File: config.mk
export PLATFORM = sky130hd
export DESIGN_NAME = mem_port_arbiter
export DESIGN_NICKNAME = d
export VERILOG_FILES = /design/src/rtl/mem_port_arbiter.sv
export SDC_FILE = /design/constraint.sdc
export NUM_CORES = 1
export LEC_CHECK = 0
export ABC_AREA = 1
export BUFFER_PORTS_ARGS = -buffer_cell sky130_fd_sc_hd__buf_2
export CAP_MARGIN = 20
export CORE_AREA = 2 2 118 120
export DETAILED_ROUTE_END_ITERATION = 8
export DIE_AREA = 0 0 120 122
export GPL_ROUTABILITY_DRIVEN = 0
export PLACE_DENSITY = 0.54
export SYNTH_ARGS = -nofsm -noshare
export SYNTH_HDL_FRONTEND = slang
export SYNTH_SLANG_ARGS = --single-unit
File: constraint.sdc
create_clock -name clk -period 4.8 [get_ports clk]
set_clock_uncertainty 0.1 [all_clocks]
set_input_delay 0.72 -clock clk [delete_from_list [all_inputs] [get_ports clk]]
set_output_delay 0.72 -clock clk [all_outputs]
set_load 0.1 [all_outputs]
File: src/rtl/mem_port_arbiter.sv
// Single-port memory arbiter for fetch, data and loader requesters.
// Fixed priority LD > D > IF, with an IF starvation override and a loader bus lock.
module mem_port_arbiter #(
  parameter int unsigned ADDR_W       = 32,
  parameter int unsigned DATA_W       = 32,
  parameter int unsigned STARVE_LIMIT = 4
) (
  input  logic              clk,
  input  logic              reset_n_i,
  input  logic              if_req_i,
  input  logic [ADDR_W-1:0] if_addr_i,
  output logic              if_gnt_o,
  output logic              if_rvalid_o,
  input  logic              d_req_i,
  input  logic              d_we_i,
  input  logic [ADDR_W-1:0] d_addr_i,
  input  logic [DATA_W-1:0] d_wdata_i,
  output logic              d_gnt_o,
  output logic              d_rvalid_o,
  input  logic              ld_req_i,
  input  logic              ld_we_i,
  input  logic              ld_lock_i,
  input  logic [ADDR_W-1:0] ld_addr_i,
  input  logic [DATA_W-1:0] ld_wdata_i,
  output logic              ld_gnt_o,
  output logic              ld_rvalid_o,
  output logic [DATA_W-1:0] rdata_o,
  output logic              mem_en_o,
  output logic              mem_we_o,
  output logic [ADDR_W-1:0] mem_addr_o,
  output logic [DATA_W-1:0] mem_wdata_o,
  input  logic [DATA_W-1:0] mem_rdata_i
);

  localparam int unsigned CntW = $clog2(STARVE_LIMIT + 1);

  typedef enum logic [0:0] {StIdle, StLocked} state_e;

  state_e          state_q;
  logic [CntW-1:0] starve_q;
  logic [2:0]      tag_q;  // {ld, d, if} read in flight
  logic            starved;

  assign starved = (starve_q == CntW'(STARVE_LIMIT)) && if_req_i;

  always_comb begin
    if_gnt_o = 1'b0;
    d_gnt_o  = 1'b0;
    ld_gnt_o = 1'b0;
    if (reset_n_i) begin
      if (state_q == StLocked) begin
        ld_gnt_o = ld_req_i;
      end else if (starved) begin
        if_gnt_o = 1'b1;
      end else if (ld_req_i) begin
        ld_gnt_o = 1'b1;
      end else if (d_req_i) begin
        d_gnt_o = 1'b1;
      end else if (if_req_i) begin
        if_gnt_o = 1'b1;
      end
    end
  end

  always_comb begin
    mem_en_o    = 1'b0;
    mem_we_o    = 1'b0;
    mem_addr_o  = '0;
    mem_wdata_o = '0;
    if (ld_gnt_o) begin
      mem_en_o    = 1'b1;
      mem_we_o    = ld_we_i;
      mem_addr_o  = ld_addr_i;
      mem_wdata_o = ld_wdata_i;
    end else if (d_gnt_o) begin
      mem_en_o    = 1'b1;
      mem_we_o    = d_we_i;
      mem_addr_o  = d_addr_i;
      mem_wdata_o = d_wdata_i;
    end else if (if_gnt_o) begin
      mem_en_o   = 1'b1;
      mem_addr_o = if_addr_i;
    end
  end

  always_ff @(posedge clk) begin
    if (!reset_n_i) begin
      state_q  <= StIdle;
      starve_q <= '0;
      tag_q    <= '0;
    end else begin
      unique case (state_q)
        StIdle:   if (ld_gnt_o && ld_lock_i) state_q <= StLocked;
        StLocked: if (!ld_lock_i) state_q <= StIdle;
        default:  state_q <= StIdle;
      endcase
      // Counter keeps climbing while locked so IF wins the first idle cycle.
      if (if_req_i && !if_gnt_o) begin
        if (starve_q != CntW'(STARVE_LIMIT)) starve_q <= starve_q + 1'b1;
      end else begin
        starve_q <= '0;
      end
      tag_q <= {ld_gnt_o && !ld_we_i, d_gnt_o && !d_we_i, if_gnt_o};
    end
  end

  assign if_rvalid_o = tag_q[0];
  assign d_rvalid_o  = tag_q[1];
  assign ld_rvalid_o = tag_q[2];
  assign rdata_o     = mem_rdata_i;

endmodule
==> flow_metrics.tcl <==
set metrics [dict create \
    rr_startpoint "starve_q[0]" \
    routed_wirelength_um 9930 \
    r2r_slack_ns 2.80 \
    worst_setup_hold_path_clk_slew_ns 0.04 \
    clock-sinks 7 \
    tritoncts "yes" \
    tightestPinTransition_ns 0.759 \
    cp.arrival_ns 2.40 \
    timing.critical_path.fanout_max 34 \
    hold_path_depth 2 \
    synth_largest_type_area_fraction 0.255 \
    final-setup-viol-count 0 \
    postSynthCellCount 346 \
    antenna_violations_before_repair 2 \
    clock_insertion_delay_worst_skew_ns 0.23 \
    first_global_vias 2903 \
    power_switching_share 0.613 \
    die_area_sq_um 14600 \
    grt_max_degree 69 \
    antenna_violating_nets_post_route 0 \
    timing.slew.headroom 0.494 \
    cts_buffers 3 \
    hold_viol 0 \
    final_core_utilization 0.226 \
    detail_route.drc_violations 0 \
    cts-hold-fix-buffers 0 \
    tmin_final_ns 3.22 \
    synth.net_count 548 \
    grt_overflow 0 \
    critPathRequiredTime_ns 3.98 \
    grt_setup_unrepaired "false" \
    final_layout_size_suffix_gt1_frac 0.493 \
    seq_area_frac_synth 0.0720 \
    cap_viol_max_count 0 \
    synthTopCellsByArea "sky130_fd_sc_hd__nand3_1 (25%), sky130_fd_sc_hd__nand4_1 (21%), sky130_fd_sc_hd__nand2_1 (14%), sky130_fd_sc_hd__buf_4 (14%), sky130_fd_sc_hd__dfxtp_1 (7.2%)" \
    hp-class "register to register" \
    period_share 0.672 \
    static-leakage-power_nw 1.80 \
    placement.io_buffers 239 \
    drt-wirelength-per-cell_um 14.1 \
    num-nets-final 728 \
    grt_util_all_layers 0.123 \
    ctsRootBufferMaster "sky130_fd_sc_hd__clkbuf_16" \
    route.vias.total 3249 \
    dr.pass1.iters 4 \
    ff2ff_path_depth 7 \
    hpwlAfterDp_um 7460 \
    post_drt_via_cell_ratio 4.60 \
    effective_utilization_at_floorplan 0.144 \
    power.internal_w 0.000269 \
    std_cell_rows 43 \
    yosysTopAreaCell "sky130_fd_sc_hd__nand3_1" \
    drt-initial-drc-count 181 \
    h-tree-depth 1 \
    max_clock_freq_mhz 310 \
    setup.worst_path.end_class "output pin" \
    power.clock.fraction 0.211 \
    run_status "finished clean" \
    coreArea_sq_um 13500 \
    powerDensity_nw_per_um2 229 \
    floorplan.die.height_um 122 \
    r2r_end "starve_q[2]" \
    yosys_register_bits 7 \
    design.portCount 304 \
    setup.worst_path.class "register to output pin" \
    synthToLayoutAreaGrowth_pct 56.6 \
    final_total_negative_setup_slack_ns 0 \
    die_w_um 120 \
    startpoint "starve_q[0]" \
    max-clock-path-buffers 2 \
    net-switching-power_w 0.000427 \
    post_cts.repair.setup_buffers 0 \
    proportion_of_power_drawn_by_combinational_gates 0.700 \
    timing.hold.worst.start "state_q" \
    slew_viol_final 0 \
    global_route_wire_length_before_repair_um 14300 \
    vdd_ir_drop_max_mv 0.0999 \
    cts_resized 0 \
    syn_area_per_cell_sq_um 5.62 \
    min_delay_worst_endpoint "state_q" \
    synth.lib_cells_used.distinct 21 \
    yosysWarnings 0 \
    power.total_w 0.000697 \
    syn-cell-area_sq_um 1950 \
    power.share.sequential 0.088 \
    critical_path.startpoint_type "register" \
]
## logic make-up (layout without fill, tap and decap cells)
family / after synthesis / after routing / share of synthesized area
flip-flops: 7 / 7 / 0.0720
other: 0 / 1 / 0
adder cells (fa/ha/maj): 2 / 2 / 0.0129
XOR/XNOR: 1 / 1 / 0.00450
AND/OR/NAND/NOR: 249 / 249 / 0.644
buffers and inverters: 83 / 262 / 0.257
AO/OA/AOI/OAI: 4 / 4 / 0.0103
## worst max-delay path, cell delays in order, from the launching register on
cell and delay [ns]:
sky130_fd_sc_hd__dfxtp_1 0.33, sky130_fd_sc_hd__inv_1 0.07, sky130_fd_sc_hd__ha_1 0.25, sky130_fd_sc_hd__nand3_2 0.11, sky130_fd_sc_hd__buf_4 0.38, sky130_fd_sc_hd__nand2_4 0.11, sky130_fd_sc_hd__inv_4 0.28, sky130_fd_sc_hd__nand2_1 0.09
sky130_fd_sc_hd__nand2_1 0.11, sky130_fd_sc_hd__buf_2 0.44
## cells in the final DEF, fill, tap and decap left out
cell type                     n
sky130_fd_sc_hd__dfxtp_1      7
sky130_fd_sc_hd__inv_2        3
sky130_fd_sc_hd__nand2_1     73
sky130_fd_sc_hd__nor2_1       5
sky130_fd_sc_hd__ha_1         2
sky130_fd_sc_hd__nand3_2      1
sky130_fd_sc_hd__nand2_2      3
sky130_fd_sc_hd__nand3_1     99
sky130_fd_sc_hd__inv_1        9
sky130_fd_sc_hd__o21ai_0      2
sky130_fd_sc_hd__clkbuf_16    3
sky130_fd_sc_hd__xor2_1       1
sky130_fd_sc_hd__buf_4        6
sky130_fd_sc_hd__inv_4        1
sky130_fd_sc_hd__buf_2      239
sky130_fd_sc_hd__diode_2      1
sky130_fd_sc_hd__nand4_1     66
sky130_fd_sc_hd__nand2_4      1
sky130_fd_sc_hd__nor2_4       1
sky130_fd_sc_hd__a21oi_1      2
sky130_fd_sc_hd__clkinv_2     1
## through the flow
step / hold WS (ns) / cells / cell area, sq um / setup WS [ns]
floorplan: 0.346 / 346 / 1950 / 1.76
global placement: 0.388 / 701 / 2960 / 1.57
detailed placement: 0.385 / 701 / 2960 / 1.60
CTS: 0.392 / 705 / 3040 / 1.56
global route: 0.415 / 706 / 3050 / 1.39
finish: 0.384 / 706 / 3050 / 1.58
## routing by layer
layer  up-vias  GRT usage  share of wire  wire length [um]
li1       1561          -              -                 -
met1      1445      0.135           0.38              3800
met2       229      0.230           0.47              4700
met3        12     0.0346           0.12              1210
met4         2     0.0324          0.020               203
met5         -          0         0.0016                16
## Yosys cell counts (all sizes together)
cell and number:
nand3 100, xor2 1, buf 62, a21oi 2
nor2 6, ha 2, nand2 77, nand4 66
inv 13, dfxtp 7, o21ai 2, clkbuf 8
## worst max-delay path by stage
stage / slack, ns / to
floorplan: 1.76 / mem_wdata_o[22]
global placement: 1.57 / mem_wdata_o[13]
detailed placement: 1.60 / mem_wdata_o[13]
CTS: 1.56 / mem_wdata_o[13]
global route: 1.39 / mem_wdata_o[13]
finish: 1.58 / mem_wdata_o[13]
## registers in the layout, indices dropped and copies added (netlist names)
signal / cells
state_q: 1
starve_q: 3
tag_q: 3
## power by group through the flow
stage | sequential [W] | combinational [W] | clock (W)
2_1_floorplan | 0.0000680 | 0.000489 | 0
3_3_place_gp | 0.0000625 | 0.000491 | 0
3_5_place_dp | 0.0000625 | 0.000488 | 0
4_1_cts | 0.0000616 | 0.000489 | 0.000151
5_1_grt | 0.0000617 | 0.000511 | 0.000158
6_report | 0.0000615 | 0.000488 | 0.000147
## layout make-up
type,count,area [sq um]
clock inverters,1,5.00
inverters,13,51.3
well taps,180,225
fillers,1551,10500
repair buffers,245,1240
clock buffers,3,75.1
diodes,1,2.50
multi-input cells,256,1310
flip-flops and latches,7,140
Note: power is estimated with default switching activity, not from simulation.
